===== config.mk =====
export PLATFORM = sky130hd
export DESIGN_NAME = mem_wb_stage
export DESIGN_NICKNAME = d
export VERILOG_FILES = /design/src/rtl/mem_wb_stage_pkg.sv /design/src/rtl/mem_wb_stage_wb_select.sv /design/src/rtl/mem_wb_stage.sv
export SDC_FILE = /design/constraint.sdc
export NUM_CORES = 1
export LEC_CHECK = 0
export CELL_PAD_IN_SITES_DETAIL_PLACEMENT = 1
export CELL_PAD_IN_SITES_GLOBAL_PLACEMENT = 1
export CORE_MARGIN = 5
export CORE_UTILIZATION = 29
export CTS_BUF_LIST = sky130_fd_sc_hd__clkbuf_8
export CTS_CLUSTER_DIAMETER = 150
export DETAILED_ROUTE_END_ITERATION = 7
export PLACE_DENSITY = 0.78
export SLEW_MARGIN = 20
export SYNTH_ARGS = -nofsm -noshare
export SYNTH_HDL_FRONTEND = slang
export SYNTH_SLANG_ARGS = --single-unit

===== constraint.sdc =====
create_clock -name clk -period 2.2 [get_ports clk]
set_clock_uncertainty 0.05 [all_clocks]
set_input_delay 0.44 -clock clk [delete_from_list [all_inputs] [get_ports clk]]
set_output_delay 0.44 -clock clk [all_outputs]
set_load 0.02 [all_outputs]

===== src/rtl/mem_wb_stage_pkg.sv =====
// rtl/mem_wb_stage_pkg.sv - shared defaults and write-back source codes for the MEM/WB stage
package mem_wb_stage_pkg;

    localparam int N_DEF     = 32;
    localparam int DEPTH_DEF = 16;
    localparam int CNT_W_DEF = 32;

    localparam logic [2:0] M2R_ALU   = 3'b000;
    localparam logic [2:0] M2R_LOAD  = 3'b001;
    localparam logic [2:0] M2R_LINK  = 3'b010;
    localparam logic [2:0] M2R_IMM   = 3'b011;
    localparam logic [2:0] M2R_ADDIE = 3'b100;

endpackage


===== src/rtl/mem_wb_stage_wb_select.sv =====
// rtl/mem_wb_stage_wb_select.sv - combinational write-back value select
// Ports: mem_to_reg/mem_even_flag pick one of alu/load/link/imm onto data;
//        cond_ok=0 cancels the write (addie with an odd condition).
module wb_select
    import mem_wb_stage_pkg::*;
#(
    parameter int N = N_DEF
) (
    input  logic [2:0]   mem_to_reg,
    input  logic         mem_even_flag,
    input  logic [N-1:0] alu_res,
    input  logic [N-1:0] load_data,
    input  logic [N-1:0] link_data,
    input  logic [N-1:0] imm_data,
    output logic [N-1:0] data,
    output logic         cond_ok
);

    always_comb begin
        data    = alu_res;
        cond_ok = 1'b1;
        case (mem_to_reg)
            M2R_ALU:   data = alu_res;
            M2R_LOAD:  data = load_data;
            M2R_LINK:  data = link_data;
            M2R_IMM:   data = imm_data;
            M2R_ADDIE: begin
                data    = imm_data;
                cond_ok = mem_even_flag;
            end
            // Unassigned codes fall back to the ALU result.
            default:   data = alu_res;
        endcase
    end

endmodule


===== src/rtl/mem_wb_stage.sv =====
// rtl/mem_wb_stage.sv - MEM/WB pipeline register driving the register-file write port
// Ports: clk/rst_n (async active-low), stall/flush control; mem_* MEM-stage results;
//        id_rs/id_rt bypass lookups; wb_we/wb_addr/wb_data write request;
//        fwd_a_hit/fwd_b_hit/fwd_data bypass; addr_err sticky flag; wr_count retired writes.
module mem_wb_stage
    import mem_wb_stage_pkg::*;
#(
    parameter int N     = N_DEF,
    parameter int DEPTH = DEPTH_DEF,
    parameter int CNT_W = CNT_W_DEF
) (
    input  logic             clk,
    input  logic             rst_n,
    input  logic             stall,
    input  logic             flush,
    input  logic             mem_valid,
    input  logic             mem_reg_write,
    input  logic             mem_reg_dst,
    input  logic [4:0]       mem_rd,
    input  logic [4:0]       mem_rt,
    input  logic [2:0]       mem_to_reg,
    input  logic             mem_even_flag,
    input  logic [N-1:0]     mem_alu_res,
    input  logic [N-1:0]     mem_load_data,
    input  logic [N-1:0]     mem_link_data,
    input  logic [N-1:0]     mem_imm_data,
    input  logic [4:0]       id_rs,
    input  logic [4:0]       id_rt,
    output logic             wb_we,
    output logic [4:0]       wb_addr,
    output logic [N-1:0]     wb_data,
    output logic             fwd_a_hit,
    output logic             fwd_b_hit,
    output logic [N-1:0]     fwd_data,
    output logic             addr_err,
    output logic [CNT_W-1:0] wr_count
);

    logic [N-1:0]     sel_data;
    logic             cond_ok;
    logic [4:0]       dst;
    logic             dst_ok;
    logic             live;
    logic             we_next;

    logic             wb_we_q,    wb_we_d;
    logic [4:0]       wb_addr_q,  wb_addr_d;
    logic [N-1:0]     wb_data_q,  wb_data_d;
    logic             addr_err_q, addr_err_d;
    logic [CNT_W-1:0] wr_count_q, wr_count_d;

    wb_select #(.N(N)) u_wb_select (
        .mem_to_reg    (mem_to_reg),
        .mem_even_flag (mem_even_flag),
        .alu_res       (mem_alu_res),
        .load_data     (mem_load_data),
        .link_data     (mem_link_data),
        .imm_data      (mem_imm_data),
        .data          (sel_data),
        .cond_ok       (cond_ok)
    );

    always_comb begin
        dst     = mem_reg_dst ? mem_rd : mem_rt;
        dst_ok  = ({27'd0, dst} < DEPTH);
        // A write that would happen if the address were legal.
        live    = mem_valid & mem_reg_write & ~flush & cond_ok;
        we_next = live & dst_ok;

        wb_we_d    = wb_we_q;
        wb_addr_d  = wb_addr_q;
        wb_data_d  = wb_data_q;
        addr_err_d = addr_err_q;
        wr_count_d = wr_count_q;

        // Stall freezes everything, so a held write is never counted twice.
        if (!stall) begin
            wb_we_d   = we_next;
            wb_addr_d = dst;
            wb_data_d = sel_data;
            if (live && !dst_ok) begin
                addr_err_d = 1'b1;
            end
            if (we_next && (wr_count_q != '1)) begin
                wr_count_d = wr_count_q + CNT_W'(1);
            end
        end
    end

    always_ff @(posedge clk or negedge rst_n) begin
        if (!rst_n) begin
            wb_we_q    <= 1'b0;
            wb_addr_q  <= '0;
            wb_data_q  <= '0;
            addr_err_q <= 1'b0;
            wr_count_q <= '0;
        end else begin
            wb_we_q    <= wb_we_d;
            wb_addr_q  <= wb_addr_d;
            wb_data_q  <= wb_data_d;
            addr_err_q <= addr_err_d;
            wr_count_q <= wr_count_d;
        end
    end

    assign wb_we     = wb_we_q;
    assign wb_addr   = wb_addr_q;
    assign wb_data   = wb_data_q;
    assign addr_err  = addr_err_q;
    assign wr_count  = wr_count_q;

    // Register 0 is deliberately not special-cased in the bypass compare.
    assign fwd_a_hit = wb_we_q & (wb_addr_q == id_rs);
    assign fwd_b_hit = wb_we_q & (wb_addr_q == id_rt);
    assign fwd_data  = wb_data_q;

endmodule


# Yosys cells after proc, flatten, opt, wreduce, memory -nomap -nowiden
# Cells that the tools add are included.
totals:
  in_bits: 159
  ff_bits: 71
  word_cells: 31
  output_inout_bits: 105
classes:
  n_eq_ne: 7
  n_reduce_logical: 6
  bitwise_logic: 8
  n_mux: 3
  n_addsub: 1
  magnitude_cmp: 1
ops:
  columns: ["op", "count"]
  rows:
  - ["case mux 32 bit (3 select lines)", 1]
  - ["adder 32 x 1 -> 32 bit, second input constant", 1]
  - ["!= test 32 bit, second input constant", 1]
  - ["== test 5 bit", 2]
  - ["AND 1 bit", 6]
  - ["== test 3 x 2 -> 1 bit, second input constant", 2]
  - ["< comparator 5 bit, second input constant", 1]
  - ["two-way mux 5 bit", 1]
  - ["AND reduction 2 bit", 2]
  - ["== test 3 x 1 -> 1 bit, second input constant", 1]
  - ["== test 3 bit, second input constant", 1]
  - ["logical AND 1 bit", 2]
  - ["NOT 1 bit", 2]
  - ["OR reduction 2 bit", 1]
  - ["logical NOT 1 bit", 1]
  - ["two-way mux 1 bit", 1]

# Longest topological paths before layout
depth:
  ltp_word: 6
  depth_mapped: 8
  depth_no_buf: 6

# Hierarchy
# A second synthesis with hierarchy kept.
hier_totals:
  hier_cells: 482
  hier_area_um2: 5068.6
by_module_without_submodules:
  columns: ["mod", "cells_each", "instances", "area_each_um2"]
  rows:
  - ["mem_wb_stage", 294, 1, 3495.9]
  - ["wb_select", 188, 1, 1572.8]

# Worst setup path before layout
# OpenSTA, ideal clock, no wires.
synth_path:
  path_kind: "in2reg"
  from: "input port mem_to_reg[1]"
  to: "register wb_data_q[11] (netlist: fwd_data[11])"
  setup_time_ns: 0.137
  arrival_ns: 1.845
  n_path_buf: 2
  setup_slack_ns: 0.168
  cell_stages: 7
  path_cell_list: "buf_2 > clkbuf_1 > mux2i_1 > nor2_1 > a221o_1 > a211oi_1 > a21oi_1"
synth_via:
  elab_chain_cells: 3
synth_lines:
  columns: ["item", "line_no", "text"]
  rows:
  - ["start: declaration", "mem_wb_stage.sv:21", "input logic [2:0] mem_to_reg,"]
  - ["== test 3 x 2 -> 1 bit / == test 3 bit (equally long branches)", "mem_wb_stage_wb_select.sv:22", "case (mem_to_reg)"]
  - ["OR reduction 2 bit (no line)", null, null]
  - ["case mux 32 bit (3 select lines) *", "mem_wb_stage_wb_select.sv:22", null]
  - ["end signal: assignment", "mem_wb_stage.sv:100", "wb_data_q <= wb_data_d;"]
  - ["end: declaration", "mem_wb_stage.sv:48", "logic [N-1:0] wb_data_q, wb_data_d;"]
# Every way passes the cells marked *; elsewhere a longest branch is shown, timed or not.
# A chain may end at the register's enable or synchronous reset.

# Worst setup path after layout
layout_path:
  from: "input port id_rt[2]"
  to: "output port fwd_b_hit"
layout_via:
  elab_chain_cells: 2
layout_lines:
  columns: ["item", "line_no", "text"]
  rows:
  - ["start: declaration", "mem_wb_stage.sv:28", "input logic [4:0] id_rt,"]
  - ["== test 5 bit", "mem_wb_stage.sv:114", "assign fwd_b_hit = wb_we_q & (wb_addr_q == id_rt);"]
  - ["AND 1 bit", "mem_wb_stage.sv:114", null]
  - ["end: declaration", "mem_wb_stage.sv:33", "output logic fwd_b_hit,"]
# No other way between the ends.

==> impl_metrics.toml <==
[placement]
dpl.hpwl_um = 15470
dp.cells = 961
gp_congestion = 0.8939
portBuffers = 263

[job]
cap_violations = 0

[grt]
antenna_found_initial = 0
grt_overflow_total = 0
busiest_layer = "met2"
grt_max_degree = 75
grt_use_met3 = 0.06197
grt_util_met1 = 0.2159
met2_usage = 0.3478
grtUsageTotal = 0.1910
grt_pass1_wl_um = 30430
grt_pass1_vias = 5554

[route]
drtIter0Drc = 150
drc = 0
viasPerCell = 5.076
drtPass1Iterations = 4
drt_wl_total_um = 19150
ant_nets = 0
via_count = 4964
avgRoutedWirePerCell_um = 19.58

[setup_path]
arrival_ns = 1.63
critPathMaxFanout = 1
r2r-start = "wr_count[15]"
crit_path_end_kind = "output pin"
critPathKind = "in -> out"
cp-start-kind = "input pin"
crit_required_ns = 1.71
crit_start = "id_rt[2]"

[timing]
worst_pin_slew_ns = 0.7937
fin_crit_sh = 0.9659
hold_slack_ns = 0.4671
slew_headroom = 0.4709
setup_viol = 0
period_minus_slack_ns = 2.125
grt_setup_unrepaired = "false"
clock.fmax_ghz = 0.4706
final-max-slew-violation-count = 0
hold_viol_final = 0

[clocking]
tritoncts = "yes"
cts-root-buf = "clkbuf_8"
cts_buffers = 9
htreeDepth = 3
clockBufferDepth = 2
clkLatencyLatePin_ns = 0.36
postCtsSetupRepairBufs = 0
cts_sinks = 71
cts.reportedPaths.clkPinSlew_ns = 0.07

[logic_synthesis]
synth-simple-area-share = 0.1353
yosysTopAreaCellShare = 0.3571
synth-compound-area-share = 0.2411
yosys.area_share.xor_xnor = 0.06864
synth_top_area_cell = "dfrtp_1"
ys_seq_elements = 71
synth.cell_area_um2 = 4976
synth_top_family_by_area = "compound AO/OA/AOI/OAI gates"
ys_top_cells_by_area = "dfrtp_1 36%, mux2i_1 7.2%, a221o_1 6.4%"
synth_warnings = 0
syn_nets = 677
synth_commonest_cells = "71 x dfrtp_1, 39 x nor2_1, 36 x mux2i_1, 35 x inv_1, 34 x a21oi_1"
synthAdderAreaFrac = 0.002514
muxShareOfSynthArea = 0.08449
syn-instance-count = 517
yosysSeqAreaShare = 0.3571
synth_edf_count = 0
async_flop_share = 1.000
syn_avg_cell_area_um2 = 9.625
yosysMostFrequentCell = "dfrtp_1"
synthDistinctLibCells = 49
synth_ff_type = "dfrtp_1"

[pwr]
cellPowerDensity_nw_per_um2 = 534.8
leakage_nw = 3.440
vdd_drop_max_uv = 307.4
total_power_mw = 4.309

[hold_path]
min_path_type = "reg -> reg"
hp-start = "wr_count[20]"

[floorplanning]
die_width_um = 141.0
num_io_pins = 264
dieArea_um2 = 19880
initial_core_util = 0.2979
rows = 47
coreArea_um2 = 16700
die_h_um = 141.0

[finish]
diodes = 0
area_growth_pct = 61.93
fill_cells = 1885
drive_above_1_share = 0.1082
instances_no_fill = 978
fin_util = 0.4825
fin_nets = 913

[outcome]
status = "complete, no violations"
==> power by group <==
part | switching, mW | internal, mW | total [mW]
combinational | 0.724 | 0.846 | 1.57
sequential | 0.116 | 1.42 | 1.54
clock | 0.511 | 0.691 | 1.20
total | 1.35 | 2.96 | 4.31
==> critical path, cell delays in order <==
cell and delay, ns:
clkdlybuf4s50_1 0.42, xor2_1 0.16, nor4_2 0.30, and3_1 0.20
buf_6 0.12
==> repair_timing <==
| action | in CTS | in global routing |
|---|---|---|
| pin swaps | 2 | 4 |
| setup endpoints to repair | 2 | 3 |
| hold endpoints to repair | 18 | 0 |
| hold buffers | 1 | 0 |
| resized for setup | 8 | 7 |
==> state kept, by name, indices dropped and copies added, names as in the netlist <==
register  cells
addr_err      1
fwd_data     32
wb_addr       5
wb_we         1
wr_count     32
==> metrics by stage <==
step	setup WS [ns]	TNS [ns]	instance area, um^2
final	0.07501	0	8058
after floorplan	0.1679	0	4976
after CTS	-0.01160	-0.01160	8029
after global placement	-0.3348	-6.698	7805
after global routing	0.005536	0	8058
after detailed placement	-0.4310	-10.40	7805
==> final cells by class <==
type / count / area [um^2] / area share
clock inverters: 5 / 72.57 / 0.009006
inverters: 35 / 131.4 / 0.01630
flip-flops and latches: 71 / 1778 / 0.2207
well taps: 220 / 275.3 / 0.03416
clock buffers: 11 / 151.4 / 0.01879
repair buffers: 297 / 2977 / 0.3694
multi-input cells: 339 / 2673 / 0.3317
==> logic make-up after synthesis <==
| family | after synthesis |
|---|---|
| xor gates and xnor gates | 39 |
| buffers and inverters | 107 |
| AOI/OAI and AO/OA | 145 |
| and+or+nand+nor | 114 |
| adders and majority gates | 1 |
| DFF | 71 |
| muxes | 40 |
==> cell usage in the layout (no fill, tap or decap), types with 3 or more instances in the layout <==
cell / instances
inv_1: 37
a21oi_1: 34
nor2_1: 38
and3_1: 7
a22o_1: 32
dfrtp_1: 70
nand4_1: 12
xor2_1: 23
nand3_1: 6
nor3_1: 7
and2_1: 3
nand2_1: 16
clkdlybuf4s50_1: 258
mux2i_1: 36
a211oi_1: 33
buf_12: 8
clkbuf_8: 11
buf_4: 27
a221o_1: 32
xnor2_1: 16
o21ai_0: 4
nor4_2: 3
a2111oi_4: 4
==> final timing paths <==
kind	endpoint	slack (ns)	cells past startpoint
max	fwd_b_hit	0.08	5
min	wr_count[20]	0.47	1
max reg2reg	wr_count[27]	0.18	6
min reg2reg	wr_count[20]	0.47	1
max in group asynchronous	wb_addr[2]	0.98	3
min in group asynchronous	wr_count[7]	0.53	2
==> layer usage <==
metal	wire, um	part of all wire
met5	0	0
met3	1440	0.075
met1	7492	0.39
met4	266	0.014
met2	9951	0.52
Power figures use the tool's default switching activity.
